## config.mk

```make
export PLATFORM = sky130hd
export DESIGN_NAME = htif_host_bridge
export DESIGN_NICKNAME = d
export VERILOG_FILES = /design/src/rtl/htif_host_bridge.sv
export SDC_FILE = /design/constraint.sdc
export NUM_CORES = 1
export LEC_CHECK = 0
export CORE_MARGIN = 2
export CORE_UTILIZATION = 40
export CTS_CLUSTER_SIZE = 40
export DETAILED_ROUTE_END_ITERATION = 12
export GPL_TIMING_DRIVEN = 0
export PLACE_DENSITY_LB_ADDON = 0.3
export SLEW_MARGIN = 20
export SYNTH_ARGS = -nofsm -noshare
export SYNTH_HDL_FRONTEND = slang
export SYNTH_SLANG_ARGS = --single-unit
```

## constraint.sdc

```tcl
create_clock -name clk -period 3.3 [get_ports clk]
set_input_delay 0.99 -clock clk [delete_from_list [all_inputs] [get_ports clk]]
set_output_delay 0.99 -clock clk [all_outputs]
set_load 0.05 [all_outputs]
```

## src/rtl/htif_host_bridge.sv

```systemverilog
// htif_host_bridge
//   Host-side framing stage in front of the HTIF nibble engine. It collects
//   a whole host packet (bytes) into a local buffer and then streams it to
//   HTIF as gap-free 4-bit nibbles, low nibble first. HTIF's nibble response
//   is reassembled into bytes for the host. Only one packet is outstanding
//   at a time, and the per-command request/response lengths decide when a
//   packet is complete.
//
// Ports
//   clk, rst                 clock, synchronous active-high reset
//   host_in_val/data/rdy     host request bytes (bridge is the sink)
//   host_out_val/data/rdy    response bytes to the host (bridge is the source)
//   nib_out_val/bits/rdy     request nibbles to HTIF (in_val/in_bits/in_rdy)
//   nib_in_val/bits/rdy      response nibbles from HTIF (out_val/out_bits/out_rdy)
//   htif_error               HTIF error; the bridge goes quiet until rst
//   bad_cmd                  sticky: an unknown command byte was dropped
//   timeout                  sticky: a partial packet was discarded
//   busy                     bridge is not collecting a new packet
module htif_host_bridge #(
  parameter int unsigned MAX_PKT_BYTES  = 21,
  parameter int unsigned TIMEOUT_CYCLES = 1024,
  parameter int unsigned CNT_W          = 5
) (
  input  logic       clk,
  input  logic       rst,
  input  logic       host_in_val,
  input  logic [7:0] host_in_data,
  output logic       host_in_rdy,
  output logic       host_out_val,
  output logic [7:0] host_out_data,
  input  logic       host_out_rdy,
  output logic       nib_out_val,
  output logic [3:0] nib_out_bits,
  input  logic       nib_out_rdy,
  input  logic       nib_in_val,
  input  logic [3:0] nib_in_bits,
  output logic       nib_in_rdy,
  input  logic       htif_error,
  output logic       bad_cmd,
  output logic       timeout,
  output logic       busy
);

  localparam int unsigned IDLE_W = $clog2(TIMEOUT_CYCLES + 1);

  typedef enum logic [1:0] {
    COLLECT,
    ARM,
    STREAM,
    RESP
  } state_t;

  state_t            state;
  logic [7:0]        pkt_buf [MAX_PKT_BYTES];
  logic [CNT_W-1:0]  cnt;
  logic [CNT_W-1:0]  in_len;
  logic [CNT_W-1:0]  resp_len;
  logic [CNT_W-1:0]  rcnt;
  logic [CNT_W:0]    idx;
  logic [CNT_W:0]    last_idx;
  logic [IDLE_W-1:0] idle;
  logic              err;
  logic              in_rdy;
  logic              bad_cmd_q;
  logic              timeout_q;

  // response assembler
  logic [3:0]        lo_nib;
  logic              have_lo;
  logic [7:0]        out_data;
  logic              out_val;

  // command length lookup
  logic [CNT_W-1:0]  lut_in;
  logic [CNT_W-1:0]  lut_resp;
  logic              lut_ok;

  logic              in_fire;
  logic              out_fire;
  logic              nib_fire;
  logic [7:0]        cur_byte;

  assign in_fire  = host_in_val && in_rdy;
  assign out_fire = out_val && host_out_rdy;
  assign nib_fire = nib_in_val && nib_in_rdy;
  assign last_idx = {in_len, 1'b0} - (CNT_W + 1)'(1);

  always_comb begin
    lut_in   = '0;
    lut_resp = '0;
    lut_ok   = 1'b1;
    case (host_in_data)
      8'd0: begin lut_in = CNT_W'(5);  lut_resp = CNT_W'(17); end
      8'd1: begin lut_in = CNT_W'(21); lut_resp = CNT_W'(1);  end
      8'd2: begin lut_in = CNT_W'(5);  lut_resp = CNT_W'(5);  end
      8'd3: begin lut_in = CNT_W'(9);  lut_resp = CNT_W'(1);  end
      8'd4: begin lut_in = CNT_W'(5);  lut_resp = CNT_W'(1);  end
      8'd5: begin lut_in = CNT_W'(1);  lut_resp = CNT_W'(1);  end
      default: lut_ok = 1'b0;
    endcase
  end

  // The packet buffer is pure storage and carries no reset; the counters
  // decide which entries are meaningful.
  always_ff @(posedge clk) begin
    if (!rst && !err && !htif_error && state == COLLECT && in_fire) begin
      if (cnt != '0) begin
        pkt_buf[cnt] <= host_in_data;
      end else if (lut_ok) begin
        pkt_buf[0] <= host_in_data;
      end
    end
  end

  always_ff @(posedge clk) begin
    if (rst) begin
      state     <= COLLECT;
      cnt       <= '0;
      in_len    <= '0;
      resp_len  <= '0;
      rcnt      <= '0;
      idx       <= '0;
      idle      <= '0;
      err       <= 1'b0;
      in_rdy    <= 1'b0;
      bad_cmd_q <= 1'b0;
      timeout_q <= 1'b0;
    end else if (err || htif_error) begin
      // After an HTIF error the bridge swallows host bytes until reset.
      state  <= COLLECT;
      err    <= 1'b1;
      in_rdy <= 1'b1;
      cnt    <= '0;
      idle   <= '0;
      idx    <= '0;
      rcnt   <= '0;
    end else begin
      case (state)
        COLLECT: begin
          in_rdy <= 1'b1;
          if (in_fire) begin
            idle <= '0;
            if (cnt == '0) begin
              if (!lut_ok) begin
                bad_cmd_q <= 1'b1;
              end else begin
                in_len   <= lut_in;
                resp_len <= lut_resp;
                if (lut_in == CNT_W'(1)) begin
                  state  <= ARM;
                  in_rdy <= 1'b0;
                end else begin
                  cnt <= CNT_W'(1);
                end
              end
            end else if (cnt + CNT_W'(1) == in_len) begin
              state  <= ARM;
              in_rdy <= 1'b0;
              cnt    <= '0;
            end else begin
              cnt <= cnt + CNT_W'(1);
            end
          end else if (cnt != '0) begin
            if (idle == IDLE_W'(TIMEOUT_CYCLES - 1)) begin
              cnt       <= '0;
              idle      <= '0;
              timeout_q <= 1'b1;
            end else begin
              idle <= idle + IDLE_W'(1);
            end
          end
        end
        ARM: begin
          if (nib_out_rdy) begin
            state <= STREAM;
            idx   <= '0;
          end
        end
        STREAM: begin
          // HTIF treats any bubble as an error, so its ready is not consulted
          // once the stream has started.
          if (idx == last_idx) begin
            state <= RESP;
            idx   <= '0;
            rcnt  <= '0;
          end else begin
            idx <= idx + (CNT_W + 1)'(1);
          end
        end
        RESP: begin
          if (out_fire) begin
            if (rcnt + CNT_W'(1) == resp_len) begin
              state  <= COLLECT;
              in_rdy <= 1'b1;
              rcnt   <= '0;
            end else begin
              rcnt <= rcnt + CNT_W'(1);
            end
          end
        end
        default: state <= COLLECT;
      endcase
    end
  end

  // Assembler runs in every state so no response nibble is ever lost.
  always_ff @(posedge clk) begin
    if (rst) begin
      lo_nib   <= '0;
      have_lo  <= 1'b0;
      out_data <= '0;
      out_val  <= 1'b0;
    end else begin
      if (out_fire) begin
        out_val <= 1'b0;
      end
      if (nib_fire) begin
        if (!have_lo) begin
          lo_nib  <= nib_in_bits;
          have_lo <= 1'b1;
        end else begin
          out_data <= {nib_in_bits, lo_nib};
          out_val  <= 1'b1;
          have_lo  <= 1'b0;
        end
      end
    end
  end

  assign cur_byte      = pkt_buf[idx[CNT_W:1]];
  assign nib_out_val   = (state == STREAM);
  assign nib_out_bits  = (state != STREAM) ? 4'h0 :
                         (idx[0] ? cur_byte[7:4] : cur_byte[3:0]);
  assign nib_in_rdy    = !rst && (!out_val || host_out_rdy);
  assign host_in_rdy   = in_rdy;
  assign host_out_val  = out_val;
  assign host_out_data = out_data;
  assign bad_cmd       = bad_cmd_q;
  assign timeout       = timeout_q;
  assign busy          = (state != COLLECT);

endmodule

```

==> results of run 1 <==
[metal layers]
layer  vias to the layer above  part of all wire [%]
met5                         -                     0
li1                       2608                     -
met1                      2848                    42
met3                        30                   6.1
met2                       180                    50
met4                         0                   1.8
[final timing paths]
path / from / end
min reg2reg: resp_len[4] / resp_len[4]
min: resp_len[4] / resp_len[4]
max reg2reg: cnt[0] / pkt_buf[13][4]
max: flop / nib_out_bits[2]
[stage by stage]
stage                     std cells  hold slack (ns)  cell area [µm²]  setup WS [ns]  TNS [ns]
after global placement          997            0.433            10300          -1.46   -109.37
after floorplan                 642            0.422             9570          0.224         0
after CTS                      1047            0.479            11400         -0.210    -0.807
after detailed placement        997            0.470            10300          -1.48   -120.68
after global routing           1047            0.496            11400         -0.250     -2.32
final                          1047            0.477            11400         -0.187    -0.714
[flip-flops by register name, indices dropped and copies added (netlist names), 2 cells and up, named ones only]
register / cells
host_out_data: 8
in_len: 4
idx: 6
lo_nib: 4
state: 2
pkt_buf: 168
resp_len: 3
cnt: 5
rcnt: 5
idle: 11
[synth_stat cells, types with 10 or more instances]
library cell  number
a21oi_1           27
buf_2             10
clkbuf_1          10
dfxtp_1           59
edfxtp_1         168
ha_1              10
inv_1             13
mux2i_1           31
mux4_2            48
nand2_1           39
nand3_1           17
nor2_1            67
o21ai_0           15
xnor2_1           10
xor2_1            12
[area by class of cell]
| type | count | area [µm²] |
|---|---|---|
| fill | 2007 | 12000 |
| sequential | 227 | 6230 |
| multi-input combinational | 373 | 3250 |
| clock buffer | 29 | 619 |
| timing repair buffer | 45 | 482 |
| tap | 319 | 399 |
| buffer | 26 | 200 |
| clock inverter | 15 | 191 |
| inverter | 13 | 48.8 |
[timing repair]
item / CTS / global route
gates cloned: 1 / 0
pin swaps: 7 / 0
setup buffers: 8 / 0
endpoints found under the hold margin: 0 / 0
endpoints found under the setup margin: 55 / 54
resized for setup: 106 / 14
[cells by family after synthesis]
kind of cell | share of synthesized area [%]
simple gates | 10.1
xor+xnor | 2.02
buf+inv | 1.98
compound gates | 4.95
fa+ha+maj | 1.31
flops | 65.1
mux | 14.6
[critical path: cells and delay by family, from the launching register on]
family,cells,cell delay [ns]
compound gates,1,0.06
buf+inv,2,0.39
flops,1,0.42
mux,3,1.09
[report_power, final]
group,switching [W],internal (W)
combinational,0.0000910,0.0000375
clock,0.00109,0.00166
sequential,0.00000546,0.00307
==> impl_metrics.json, run 1 <==
{
  "cts_root_buf": "clkbuf_16",
  "rsz0062_at_grt": "true",
  "violations": "setup timing",
  "num_vias": 5666,
  "vdd_drop_max_mv": 0.301,
  "outcome": "finished, violations left",
  "routed_wl_um": 21000,
  "ys.flop_type": "edfxtp_1",
  "hold_violations": 0,
  "p_leak_nw": 3.74,
  "fin_crit_ns": 3.49,
  "end_kind": "output pin",
  "grt_pass1_wl_um": 32600,
  "hold_class": "reg2reg",
  "rrSetupSlack_ns": 0.46,
  "syn_inst": 642,
  "crit_type": "reg2out",
  "required_ns": 2.31,
  "timing.critical_path.mode_cell": "mux4_2",
  "max_stage_delay_ns": 0.56,
  "place_congestion": 0.853,
  "syn_to_final_growth_pct": 19.5,
  "tritoncts": "yes",
  "holdBufCountCts": 0,
  "grt_pass1_vias": 5862,
  "firstDrtPassIters": 5,
  "synth_cell_types": 61,
  "hold_path_depth": 2,
  "synth_seq_cells": 227,
  "skew_ns": 0.0300,
  "synth_top_cell_by_area": "edfxtp_1",
  "synth_edf_count": 168,
  "max-cap-violations": 0,
  "synth_top_cells_by_area": "edfxtp_1 (53%), dfxtp_1 (12%), mux4_2 (11%), mux2i_1 (3.2%), nor2_1 (2.6%)",
  "worst_pin_slew_ns": 1.08,
  "grt-ovfl-total": 0,
  "fin_util_pct": 48.7,
  "syn-num-nets": 671,
  "cts_buffer_depth": 3,
  "period_share_pct": 106,
  "design_power_total_w": 0.00595,
  "clkSlewWorstSetupHoldPaths_ns": 0.06,
  "fin_nets": 739,
  "die_area_mm2": 0.0252,
  "yosysWarnings": 0,
  "crit_arrival_ns": 2.50,
  "p_per_area_mw_per_mm2": 521,
  "tritoncts.num_buffers": 24,
  "ys_async_sr_fraction_pct": 0,
  "drive_above_1_share_pct": 22.5,
  "rows": 56,
  "drcViolationCount": 0,
  "top_usage_layer": "met2",
  "setup_violations": 4,
  "fin_ws_ns": -0.187,
  "synthesis.area_mm2": 0.00956,
  "drt-initial-drc-count": 531,
  "io_pins": 38,
  "antenna_found_initial": 0,
  "rr_worst_depth": 8,
  "gr-usage-met2_pct": 29.8,
  "place_hpwl_um": 13300,
  "slowest_stage": "mux4_2",
  "crit_fanout": 10,
  "chipWidth_um": 159,
  "avgSynthCellArea_um2": 14.9,
  "floorplan.die.height_um": 159,
  "wl_per_cell_um": 20.1,
  "core_area_mm2": 0.0235,
  "grt_usage_pct": 17.3,
  "yosysTopAreaCellShare_pct": 52.8,
  "avgViaCountPerCell": 5.41,
  "drv_slew": 0,
  "final_cell_mix": "edfxtp_1 (168), nor2_1 (57), dfxtp_1 (57)",
  "grtUsageMet3_pct": 3.65,
  "grtUsageMet1_pct": 22.6,
  "grt_max_degree": 29,
  "clock-sinks": 227,
  "postRouteAntennaNets": 0,
  "start_util_pct": 40.7,
  "clk_latency_ns": 0.53,
  "diodes": 0,
  "cts.htree.levels": 1,
  "max_freq_mhz": 287,
  "io_buffers": 36,
  "final_common_cell": "edfxtp_1",
  "maxSlewHeadroom_pct": 28.0,
  "start_kind": "flop",
  "ys_seq_area_share_pct": 65.1,
  "crit_chain": "buf_8 -> mux4_2 -> mux2i_2 -> mux4_2 -> a21oi_2 -> buf_4"
}
Note: power is estimated with default switching activity, not from simulation.
==> inputs of run 2 (changes only) <==
- CORE_ASPECT_RATIO: unset -> 1.5
- SLEW_MARGIN: 20 -> 40
==> run 2 against run 1 <==
The run still ends with setup timing left. Routed wire length rose by 2.0%. First-iteration DRC count fell by 34%. Final cell count fell by 0.48%. Global-route usage fell by 0.062 points. Flip-flop and latch count did not move. Sequential share of layout area rose by 0.19 points. Clock-buffer cell count fell by 1. Combinational power barely moved. Non-clock buffer count fell by 1. Total power fell by 2.2%. Die area barely moved. Critical endpoint is now nib_out_bits[3]. Largest power group unchanged.
==> impl_metrics.json, run 2 (synthesis results as in run 1) <==
{
  "slowest_stage": "mux4_2",
  "final_common_cell": "edfxtp_1",
  "maxSlewHeadroom_pct": 43.1,
  "final_area_mm2": 0.0114,
  "final_cell_mix": "edfxtp_1 (168), dfxtp_1 (57), nor2_1 (55)",
  "r2r_end": "pkt_buf[17][2]",
  "wl_per_cell_um": 20.6,
  "drive_above_1_share_pct": 22.7,
  "worst_pin_slew_ns": 0.850,
  "io_pins": 38,
  "cts_buffer_depth": 3,
  "start_kind": "flop",
  "largest_reg_flops": 168,
  "grt_pass1_vias": 5960,
  "floorplan.die.height_um": 193,
  "rr_worst_depth": 8,
  "period_share_pct": 106,
  "fin_util_pct": 48.3,
  "p_leak_nw": 3.71,
  "p_per_area_mw_per_mm2": 511,
  "start_util_pct": 40.6,
  "rrSetupSlack_ns": 0.39,
  "vdd_drop_max_mv": 0.389,
  "crit_chain": "buf_8 -> mux4_2 -> mux2i_1 -> mux4_2 -> a21oi_2 -> buf_6",
  "die_area_mm2": 0.0252,
  "cts.htree.levels": 1,
  "critPathBufInv": 2,
  "drcViolationCount": 0,
  "clkSlewWorstSetupHoldPaths_ns": 0.06,
  "cts_root_buf": "clkbuf_16",
  "fin_nets": 736,
  "design_power_total_w": 0.00582,
  "place_congestion": 0.792,
  "outcome": "finished, violations left",
  "drv_slew": 0,
  "clk_latency_ns": 0.51,
  "grt_usage_pct": 17.2,
  "min_to": "idle[10]",
  "skew_ns": 0.0151,
  "firstDrtPassIters": 5,
  "hold_path_depth": 2,
  "grt_pass1_wl_um": 33400,
  "crit_cells": 6,
  "rows": 69,
  "hold_violations": 0,
  "diodes": 0,
  "pre_cts_slack_ns": -1.43,
  "postRouteAntennaNets": 0,
  "rsz0062_at_grt": "true",
  "drt-initial-drc-count": 350,
  "grt-ovfl-total": 0,
  "required_ns": 2.31,
  "setup_violations": 4,
  "max_freq_mhz": 285,
  "placed_cell_area_mm2": 0.0103,
  "avgViaCountPerCell": 5.46,
  "max-cap-violations": 0,
  "clock-sinks": 227,
  "syn_to_final_growth_pct": 19.1,
  "violations": "setup timing",
  "max_stage_delay_ns": 0.57,
  "hold_start": "idle[10]",
  "regMostFlops": "pkt_buf",
  "antenna_found_initial": 0,
  "io_buffers": 36,
  "place_hpwl_um": 14500,
  "fin_crit_ns": 3.51,
  "tritoncts.num_buffers": 22,
  "timing.critical_path.mode_cell": "mux4_2",
  "reg2reg_from": "cnt[0]",
  "num_vias": 5691,
  "fill_cells": 2006,
  "crit_arrival_ns": 2.52,
  "crit_fanout": 10,
  "hold_class": "reg2reg",
  "fin_ws_ns": -0.207,
  "core_area_mm2": 0.0236,
  "tritoncts": "yes",
  "crit_type": "reg2out",
  "chipWidth_um": 130,
  "crit_family": "multiplexers",
  "routed_wl_um": 21400,
  "end_kind": "output pin",
  "grt_max_degree": 29
}
run 2: timing repair:
action / in CTS / in global routing
hold buffers: 0 / 0
hold endpoints to repair: 0 / 0
buffers inserted: 7 / 0
gates cloned: 0 / 1
pin swaps: 6 / 0
endpoints found under the setup margin: 56 / 12
resized for setup: 91 / 9
run 2: worst max path at each step:
stage                      end  slack [ns]       startpoint
2_1_floorplan   pkt_buf[20][0]        0.22  host_in_data[7]
3_3_place_gp    pkt_buf[12][2]       -1.41  host_in_data[7]
3_5_place_dp    pkt_buf[16][0]       -1.43  host_in_data[7]
4_1_cts        nib_out_bits[1]       -0.21             flop
5_1_grt        nib_out_bits[2]       -0.23             flop
6_report       nib_out_bits[3]       -0.21             flop
run 2: routing by layer:
layer  wire (µm)  vias up  share of wire (%)  track usage (%)
met5           0        -                  0                0
met4         506        0                2.4             5.10
met3         880       33                4.1             2.30
met2       11800      155                 55             31.4
met1        8300     2903                 39             21.0
li1            -     2600                  -                -
run 2: per-stage QoR:
stage                     cells  hold slack [ns]  setup TNS [ns]
after floorplan             642            0.422               0
after global placement      997            0.437         -107.53
after detailed placement    997            0.443         -113.83
after CTS                  1041            0.467          -0.781
after global routing       1042            0.491          -0.925
final                      1042            0.475          -0.766
run 2: worst reg2reg max path: stages (launching register included):
cell and delay [ns]:
dfxtp_1 0.33, clkbuf_1 0.29, inv_1 0.13, ha_1 0.24
inv_1 0.10, nor2_4 0.08, nor3_1 0.33, nand3_1 0.30
nor2_1 0.74
run 2: area by class of cell:
type	instances	area, µm²	area share [%]
Clock buffer	28	667	5.86
Inverter	13	48.8	0.429
Multi-Input combinational cell	373	3260	28.6
Timing Repair Buffer	44	464	4.08
Tap cell	319	399	3.51
Buffer	26	213	1.87
Sequential cell	227	6230	54.7
Clock inverter	12	105	0.923
run 2: power breakdown:
group	internal, W	switching [W]	total [W]	leakage, nW
clock	0.00158	0.00104	0.00262	0.379
combinational	0.0000360	0.0000911	0.000127	1.34
sequential	0.00307	0.00000557	0.00307	1.99
